--- src/rtl/alu_sequencer_if.sv ---
// Command handshake between a command source and the ALU micro-sequencer.
// The master drives a command and its valid; the sequencer answers with ready.
interface alu_sequencer_if;
  logic       cmd_valid;
  logic       cmd_ready;
  logic [2:0] cmd_op;
  logic       cmd_asrc;
  logic [1:0] cmd_bsrc;
  logic [1:0] cmd_cin;
  logic       cmd_dec;
  logic [1:0] cmd_dst;

  modport master (
    output cmd_valid, cmd_op, cmd_asrc, cmd_bsrc, cmd_cin, cmd_dec, cmd_dst,
    input  cmd_ready
  );

  modport slave (
    input  cmd_valid, cmd_op, cmd_asrc, cmd_bsrc, cmd_cin, cmd_dec, cmd_dst,
    output cmd_ready
  );
endinterface

--- src/rtl/alu_sequencer.sv ---
// ALU micro-sequencer: runs LOAD / EXEC / DRIVE for one ALU operation per
// accepted command, generating latch, op-select, carry, BCD and result-drive
// strobes from a registered copy of the command. Keeps a carry register for
// ROR and carry chaining between commands.
module alu_sequencer (
  input  logic CLK,
  input  logic n_RES,
  input  logic RDY,
  input  logic n_COUT,
  alu_sequencer_if.slave cmd,
  output logic Z_ADD,
  output logic SB_ADD,
  output logic DB_ADD,
  output logic NDB_ADD,
  output logic ADL_ADD,
  output logic SUMS,
  output logic ANDS,
  output logic ORS,
  output logic EORS,
  output logic SRS,
  output logic n_ACIN,
  output logic n_DAA,
  output logic n_DSA,
  output logic ADD_SB06,
  output logic ADD_SB7,
  output logic ADD_ADL,
  output logic ROR_EN,
  output logic ROR_BIT7,
  output logic c_reg,
  output logic done,
  output logic err
);

  typedef enum logic [1:0] {IDLE, LOAD, EXEC, DRIVE} state_t;

  localparam logic [2:0] OP_SUM = 3'd0;
  localparam logic [2:0] OP_AND = 3'd1;
  localparam logic [2:0] OP_OR  = 3'd2;
  localparam logic [2:0] OP_EOR = 3'd3;
  localparam logic [2:0] OP_SR  = 3'd4;
  localparam logic [2:0] OP_ROR = 3'd5;

  state_t     state_q, state_d;
  logic [2:0] op_q;
  logic       asrc_q;
  logic [1:0] bsrc_q;
  logic [1:0] cin_q;
  logic       dec_q;
  logic [1:0] dst_q;
  logic       illegal_q;
  logic       c_reg_q;
  logic       shadow_q;   // carry as it was when this command started (ROR bit 7)

  logic accept;
  logic cmd_illegal;
  logic is_ror;
  logic writes_carry;

  assign cmd.cmd_ready = (state_q == IDLE) | ((state_q == DRIVE) & RDY);
  assign accept        = cmd.cmd_valid & cmd.cmd_ready;
  assign cmd_illegal   = (cmd.cmd_op > OP_ROR) | (cmd.cmd_bsrc == 2'd3);
  assign is_ror        = (op_q == OP_ROR);
  assign writes_carry  = (op_q == OP_SUM) | (op_q == OP_SR) | (op_q == OP_ROR);
  assign c_reg         = c_reg_q;

  // State register; a low RDY freezes every step except IDLE.
  always_ff @(posedge CLK or negedge n_RES) begin
    if (!n_RES) state_q <= IDLE;
    else        state_q <= state_d;
  end

  // Next-state sequencing: IDLE -> LOAD -> EXEC -> DRIVE -> (LOAD | IDLE).
  always_comb begin
    state_d = state_q;
    case (state_q)
      IDLE:    if (accept) state_d = LOAD;
      LOAD:    if (RDY) state_d = EXEC;
      EXEC:    if (RDY) state_d = DRIVE;
      DRIVE:   if (RDY) state_d = accept ? LOAD : IDLE;
      default: state_d = IDLE;
    endcase
  end

  // Capture the command on accept so strobes never see the live command bus.
  always_ff @(posedge CLK or negedge n_RES) begin
    if (!n_RES) begin
      op_q      <= 3'd0;
      asrc_q    <= 1'b0;
      bsrc_q    <= 2'd0;
      cin_q     <= 2'd0;
      dec_q     <= 1'b0;
      dst_q     <= 2'd0;
      illegal_q <= 1'b0;
    end else if (accept) begin
      op_q      <= cmd.cmd_op;
      asrc_q    <= cmd.cmd_asrc;
      bsrc_q    <= cmd.cmd_bsrc;
      cin_q     <= cmd.cmd_cin;
      dec_q     <= cmd.cmd_dec;
      dst_q     <= cmd.cmd_dst;
      illegal_q <= cmd_illegal;
    end
  end

  // Carry register and its start-of-command shadow for ROR.
  always_ff @(posedge CLK or negedge n_RES) begin
    if (!n_RES) begin
      c_reg_q  <= 1'b0;
      shadow_q <= 1'b0;
    end else begin
      if (state_q == LOAD && RDY) shadow_q <= c_reg_q;
      if (state_q == EXEC && RDY && !illegal_q && writes_carry) c_reg_q <= ~n_COUT;
    end
  end

  // Strobe decode from state and the registered command; illegal commands keep all strobes idle.
  always_comb begin
    Z_ADD    = 1'b0;
    SB_ADD   = 1'b0;
    DB_ADD   = 1'b0;
    NDB_ADD  = 1'b0;
    ADL_ADD  = 1'b0;
    SUMS     = 1'b0;
    ANDS     = 1'b0;
    ORS      = 1'b0;
    EORS     = 1'b0;
    SRS      = 1'b0;
    n_ACIN   = 1'b1;
    n_DAA    = 1'b1;
    n_DSA    = 1'b1;
    ADD_SB06 = 1'b0;
    ADD_SB7  = 1'b0;
    ADD_ADL  = 1'b0;
    ROR_EN   = 1'b0;
    ROR_BIT7 = 1'b0;
    done     = 1'b0;
    err      = 1'b0;
    if (!illegal_q) begin
      if (state_q == LOAD && RDY) begin
        Z_ADD   = ~asrc_q;
        SB_ADD  = asrc_q;
        DB_ADD  = (bsrc_q == 2'd0);
        NDB_ADD = (bsrc_q == 2'd1);
        ADL_ADD = (bsrc_q == 2'd2);
      end
      // Op select and carry/BCD controls stay up through LOAD and EXEC, stalled or not.
      if (state_q == LOAD || state_q == EXEC) begin
        case (op_q)
          OP_SUM:         SUMS = 1'b1;
          OP_AND:         ANDS = 1'b1;
          OP_OR:          ORS  = 1'b1;
          OP_EOR:         EORS = 1'b1;
          OP_SR, OP_ROR:  SRS  = 1'b1;
          default:        ;
        endcase
        n_ACIN = ~((cin_q == 2'd1) | ((cin_q == 2'd2) & c_reg_q));
        n_DAA  = ~(dec_q & (op_q == OP_SUM) & (bsrc_q == 2'd0));
        n_DSA  = ~(dec_q & (op_q == OP_SUM) & (bsrc_q == 2'd1));
      end
      if (state_q == DRIVE && RDY) begin
        ADD_SB06 = dst_q[0];
        ADD_SB7  = dst_q[0] & ~is_ror;
        ADD_ADL  = dst_q[1];
        ROR_EN   = dst_q[0] & is_ror;
        ROR_BIT7 = dst_q[0] & is_ror & shadow_q;
      end
    end
    if (state_q == DRIVE && RDY) begin
      done = 1'b1;
      err  = illegal_q;
    end
  end

endmodule
--- src/flat_wrapper.sv ---
// flat-port wrapper written by rule: the top's interface ports become plain ports
module alu_sequencer_flat 
  (CLK, n_RES, RDY, n_COUT, Z_ADD, SB_ADD, DB_ADD, NDB_ADD, ADL_ADD, SUMS, ANDS, ORS, EORS, SRS, n_ACIN, n_DAA, n_DSA, ADD_SB06, ADD_SB7, ADD_ADL, ROR_EN, ROR_BIT7, c_reg, done, err, cmd_cmd_valid, cmd_cmd_op, cmd_cmd_asrc, cmd_cmd_bsrc, cmd_cmd_cin, cmd_cmd_dec, cmd_cmd_dst, cmd_cmd_ready);
  alu_sequencer_if cmd_i ();
  input  logic CLK;
  input  logic n_RES;
  input  logic RDY;
  input  logic n_COUT;
  output logic Z_ADD;
  output logic SB_ADD;
  output logic DB_ADD;
  output logic NDB_ADD;
  output logic ADL_ADD;
  output logic SUMS;
  output logic ANDS;
  output logic ORS;
  output logic EORS;
  output logic SRS;
  output logic n_ACIN;
  output logic n_DAA;
  output logic n_DSA;
  output logic ADD_SB06;
  output logic ADD_SB7;
  output logic ADD_ADL;
  output logic ROR_EN;
  output logic ROR_BIT7;
  output logic c_reg;
  output logic done;
  output logic err;
  input wire logic [$bits(cmd_i.cmd_valid)-1:0] cmd_cmd_valid;
  input wire logic [$bits(cmd_i.cmd_op)-1:0] cmd_cmd_op;
  input wire logic [$bits(cmd_i.cmd_asrc)-1:0] cmd_cmd_asrc;
  input wire logic [$bits(cmd_i.cmd_bsrc)-1:0] cmd_cmd_bsrc;
  input wire logic [$bits(cmd_i.cmd_cin)-1:0] cmd_cmd_cin;
  input wire logic [$bits(cmd_i.cmd_dec)-1:0] cmd_cmd_dec;
  input wire logic [$bits(cmd_i.cmd_dst)-1:0] cmd_cmd_dst;
  output wire logic [$bits(cmd_i.cmd_ready)-1:0] cmd_cmd_ready;
  assign cmd_i.cmd_valid = cmd_cmd_valid;
  assign cmd_i.cmd_op = cmd_cmd_op;
  assign cmd_i.cmd_asrc = cmd_cmd_asrc;
  assign cmd_i.cmd_bsrc = cmd_cmd_bsrc;
  assign cmd_i.cmd_cin = cmd_cmd_cin;
  assign cmd_i.cmd_dec = cmd_cmd_dec;
  assign cmd_i.cmd_dst = cmd_cmd_dst;
  assign cmd_cmd_ready = cmd_i.cmd_ready;
  alu_sequencer u_core (.CLK(CLK), .n_RES(n_RES), .RDY(RDY), .n_COUT(n_COUT), .cmd(cmd_i), .Z_ADD(Z_ADD), .SB_ADD(SB_ADD), .DB_ADD(DB_ADD), .NDB_ADD(NDB_ADD), .ADL_ADD(ADL_ADD), .SUMS(SUMS), .ANDS(ANDS), .ORS(ORS), .EORS(EORS), .SRS(SRS), .n_ACIN(n_ACIN), .n_DAA(n_DAA), .n_DSA(n_DSA), .ADD_SB06(ADD_SB06), .ADD_SB7(ADD_SB7), .ADD_ADL(ADD_ADL), .ROR_EN(ROR_EN), .ROR_BIT7(ROR_BIT7), .c_reg(c_reg), .done(done), .err(err));
endmodule
--- config.mk ---
export PLATFORM = sky130hd
export DESIGN_NAME = alu_sequencer_flat
export DESIGN_NICKNAME = d
export VERILOG_FILES = /design/src/rtl/alu_sequencer_if.sv /design/src/rtl/alu_sequencer.sv /design/src/flat_wrapper.sv
export SDC_FILE = /design/constraint.sdc
export NUM_CORES = 1
export LEC_CHECK = 0
export CORE_MARGIN = 2
export CORE_UTILIZATION = 30
export DETAILED_ROUTE_END_ITERATION = 7
export HOLD_SLACK_MARGIN = 0.08
export PLACE_DENSITY = 0.66
export REMOVE_ABC_BUFFERS = 1
export SLEW_MARGIN = 15
export SYNTH_ARGS = -nofsm -noshare
export SYNTH_HDL_FRONTEND = slang
export SYNTH_SLANG_ARGS = --single-unit
--- constraint.sdc ---
create_clock -name CLK -period 2.6 [get_ports CLK]
set_input_delay 0.26 -clock CLK [delete_from_list [all_inputs] [get_ports CLK]]
set_output_delay 0.26 -clock CLK [all_outputs]
set_load 0.05 [all_outputs]
# == After elaboration in Yosys (flattened, before gate mapping) ==
# Cells that the tools add are included.
# W data, S select, Z words.
# totals
regBits,16
latch_bits,0
ram_bits,0
mem_bits_ro,0
input_bits,16
out_inout_bits,22
wordCells,109
mem_count,0
# classes
add_sub_neg,0
n_mul,0
div,0
order_cmp,1
eq_ne,17
shift,0
mux,49
n_bitwise,20
reduce_logical,12
# op_table
op,n
$mux W1,44
$eq A2 B2 Y1 const B,5
$and A1 B1 Y1,9
$mux W2,4
$pmux W2 S4,1
$eq A2 B1 Y1 const B,3
$eq A3 B2 Y1 const B,2
$eq A3 B3 Y1 const B,2
$ne A2 B2 Y1 const B,3
$not A1 Y1,6
$logic_and A1 B1 Y1,5
$or A1 B1 Y1,5
$logic_not A2 Y1,2
$reduce_and A4 Y1,1
$eq A3 B1 Y1 const B,1
$gt A3 B3 Y1 const B,1
$logic_not A3 Y1,1
$ne A2 B1 Y1 const B,1
$reduce_or A2 Y1,1
$logic_not A1 Y1,1
$logic_or A1 B1 Y1,1

# == Depth between registers and ports, before layout ==
# depth
ltp_word,7
mapped_depth,6
mapped_depth_nobuf,5

# == Worst setup path before layout ==
# OpenSTA, ideal clock, no wires.
# synth_path
path_kind,register to output
start,register u_core.state_q[1]
end,output n_DSA
t_arrival_ns,2.513
required_ns,2.340
setup_slack_ns,-0.173
stages_incl_launch_ff,6
path_buffers,0
path_cell_list,dfrtp_1 -> inv_1 -> ha_1 -> or3b_4 -> nor3_2 -> nand4b_1
# synth_between
elab_chain_len,4
elab_cells_between_ends,5
cone_classes,2 x eq/ne; 2 x mux; 1 x reduce/logical
# synth_lines
item,line,text
start: declaration,alu_sequencer.sv:43,"state_t state_q, state_d;"
start signal: assignment,alu_sequencer.sv:69,else state_q <= state_d;
$eq A2 B1 Y1 or $eq A2 B2 Y1 (tied branches),alu_sequencer.sv:147,if (state_q == LOAD || state_q == EXEC) begin
$logic_or A1 B1 Y1 (*),alu_sequencer.sv:147,
$mux W1 (*),alu_sequencer.sv:147,
$mux W1 (*),alu_sequencer.sv:138,if (!illegal_q) begin
end: declaration,flat_wrapper.sv:21,output logic n_DSA;
# Mark *: on every way between the ends. The rest lies on a longest branch, timed or not.

# == Final worst setup path ==
# Ends and elaborated chain as after synthesis.

==> results_dict.tcl <==
set metrics [dict create \
    status "finished clean" \
    drc_errors 0 \
    wl_um 2149 \
    synth_top_area_frac 0.4129 \
    max_freq_ghz 0.4149 \
    synth_area_leaders "dfrtp_1 (41%), mux2_4 (15%), ha_1 (6.5%)" \
    path_clk_slew_ns 0.10 \
    cts_sinks 16 \
    regMostFlops "u_core.op_q" \
    dp_cells 165 \
    holdBufCountCts 0 \
    drt_pass1_iterations 4 \
    vias 788 \
    synth_top_area_cell "dfrtp_1" \
    ant_nets 0 \
    syn_avg_cell_area_um2 11.41 \
    synth-seq-cells 16 \
    clock_latency_ns 0.28 \
    register_area_um2 400.4 \
    crit_path_start_kind "register" \
    crit_required_ns 2.34 \
    end_kind "output port" \
    timing.max_cap.violations 0 \
    port_buffers 37 \
    nets 147 \
    crit_chain "inv_1 > ha_1 > or3b_4 > nor3_4 > nand4b_1 > buf_4" \
    multi_input_area_um2 534.3 \
    drt_iter0_markers 25 \
    htree_num_levels 1 \
    syn_inst 85 \
    p_per_area_mw_per_mm2 1122 \
    antenna_found_initial 0 \
    dieArea_mm2 0.003703 \
    rr_endpoint "u_core.op_q[0]" \
    grt-ovfl-total 0 \
    synth.yosys.warnings 0 \
    hold_viol 0 \
    cts_buffer_depth 2 \
    hp-class "in -> async" \
    vias_per_cell 4.690 \
    globalplace.congestion 0.8093 \
    largest_reg_flops 3 \
    stdcell_count 168 \
    area_delta_synth_final_pct 49.81 \
    rr_startpoint "u_core.state_q[1]" \
    grt_pass1_vias 758 \
    setup_tns_ns 0 \
    layout-drive-gt1-share 0.2823 \
    tritoncts "yes" \
    netlist_area_um2 969.7 \
    worst-r2r-cell-count 4 \
    rows 20 \
    yosysMostFrequentCell "dfrtp_1" \
    track_usage 0.1318 \
    diodes 0 \
    ys.flop_type "dfrtp_1" \
    worst-path-max-fanout 5 \
    leakage_nw 0.6905 \
    power_w 0.001629 \
    stdcell_area_mm2 0.001453 \
    ioPinCount 38 \
    grt_pass1_wl_um 3505 \
    core_mm2 0.003053 \
    slew_viol_final 0 \
    dp_hpwl_um 1683 \
    rsz0062_at_grt "false" \
    filler_cell_count 299 \
    synth_edf_count 0 \
    fin_crit_sh 0.9270 \
    worstSetupPathType "reg -> out" \
    cts_buffers 3 \
    synthArstFlopShare 1.000 \
    slew_headroom 0.5384 \
    die_x_um 60.86 \
    fin_util 0.4758 \
    wl_per_cell_um 12.79 \
    period_needed_ns 2.410 \
    grt_start_max_net_pins 17 \
    slowest_delay_ns 0.43 \
    start_util 0.3176 \
    finClkSkew_ns 0.008507 \
    dpl_cell_area_mm2 0.001421 \
    vdd_ir_drop_max_v 0.0003988 \
    rrSetupSlack_ns 0.96 \
    arrival_ns 2.15 \
    synth-seq-area-share 0.4129 \
    setup_violations 0 \
    yosys-top-cells-count "dfrtp_1 (16), mux2_4 (10), inv_1 (8)" \
    tightestPinTransition_ns 0.6902 \
    cts_root_buffer "clkbuf_4" \
    synth_cell_types 32 \
    die_h_um 60.86 \
    slowest_stage "or3b_4" \
]
[cell type report]
class	instances	share of cell area
multi-input combinational	60	0.3678
sequential	16	0.2756
tap	44	0.03790
clock buffer	3	0.01550
inverter	8	0.02067
timing repair buffer	37	0.2825
[critical path: cells and delay by family, from the launching register on]
family	cells	cell delay (ns)
buffers and inverters	2	0.31
adders and majority gates	1	0.35
and+or+nand+nor	3	0.77
DFF	1	0.42
[through the flow]
step / setup WS (ns) / hold slack [ns]
global route: 0.03145 / 0.4510
global placement: 0.4178 / 0.4599
detailed placement: 0.3962 / 0.4736
floorplan: -0.1732 / -0.03559
CTS: 0.07954 / 0.4216
finish: 0.1898 / 0.3823
[cells by family after synthesis]
logic type | share of synthesized area
buffers and inverters | 0.04258
and+or+nand+nor | 0.1987
AOI/OAI and AO/OA | 0.08258
adders and majority gates | 0.06452
muxes | 0.1987
DFF | 0.4129
[routing by layer]
metal,global-route usage,routed length [um],vias up
met2,0.2135,1108,26
met5,0,0,-
li1,-,-,383
met3,0.02772,115,2
met1,0.1662,898,377
met4,0.06522,27,0
[cells in the final DEF (no fill, tap or decap), drive strengths merged]
cell type | netlist | routed
nand3 | 1 | 1
nor3b | 3 | 3
and2 | 1 | 1
o2111ai | 1 | 1
nand3b | 2 | 2
inv | 8 | 8
nor2b | 1 | 1
mux2 | 12 | 12
buf | 1 | 15
a311o | 1 | 1
a22oi | 1 | 1
and3 | 1 | 1
nor2 | 5 | 5
o221ai | 1 | 1
clkbuf | 0 | 3
a21o | 1 | 1
nor3 | 6 | 6
dfrtp | 16 | 16
nor4bb | 1 | 1
or2 | 1 | 1
clkdlybuf4s50 | 0 | 21
or3b | 1 | 1
dlymetal6s2s | 0 | 1
mux2i | 2 | 2
ha | 5 | 5
o21ai | 2 | 2
nand2b | 1 | 1
a31oi | 1 | 1
a2bb2oi | 1 | 1
nand4b | 2 | 2
nand2 | 5 | 5
a21oi | 1 | 1
[report_power, final]
| group | switching (W) | total (W) | internal, W |
|---|---|---|---|
| clock | 0.0000761 | 0.000130 | 0.0000537 |
| combinational | 0.000508 | 0.000976 | 0.000468 |
| sequential | 0.000145 | 0.000523 | 0.000378 |
| total | 0.000730 | 0.00163 | 0.000900 |
[how the worst max path moves through the flow]
stage | startpoint | slack, ns | end
detailed placement | RDY | 0.40 | ADD_SB06
global route | u_core.state_q[1] | 0.03 | n_DSA
CTS | u_core.state_q[1] | 0.08 | SRS
global placement | RDY | 0.42 | ADD_SB06
finish | u_core.state_q[1] | 0.19 | n_DSA
floorplan | u_core.state_q[1] | -0.17 | n_DSA
[repair_timing]
item,4_1_cts,5_1_grt
resized for setup,0,2
setup buffers,0,0
setup endpoints to repair,0,3
endpoints found under the hold margin,0,0
Note: power is estimated with default switching activity, not from simulation.
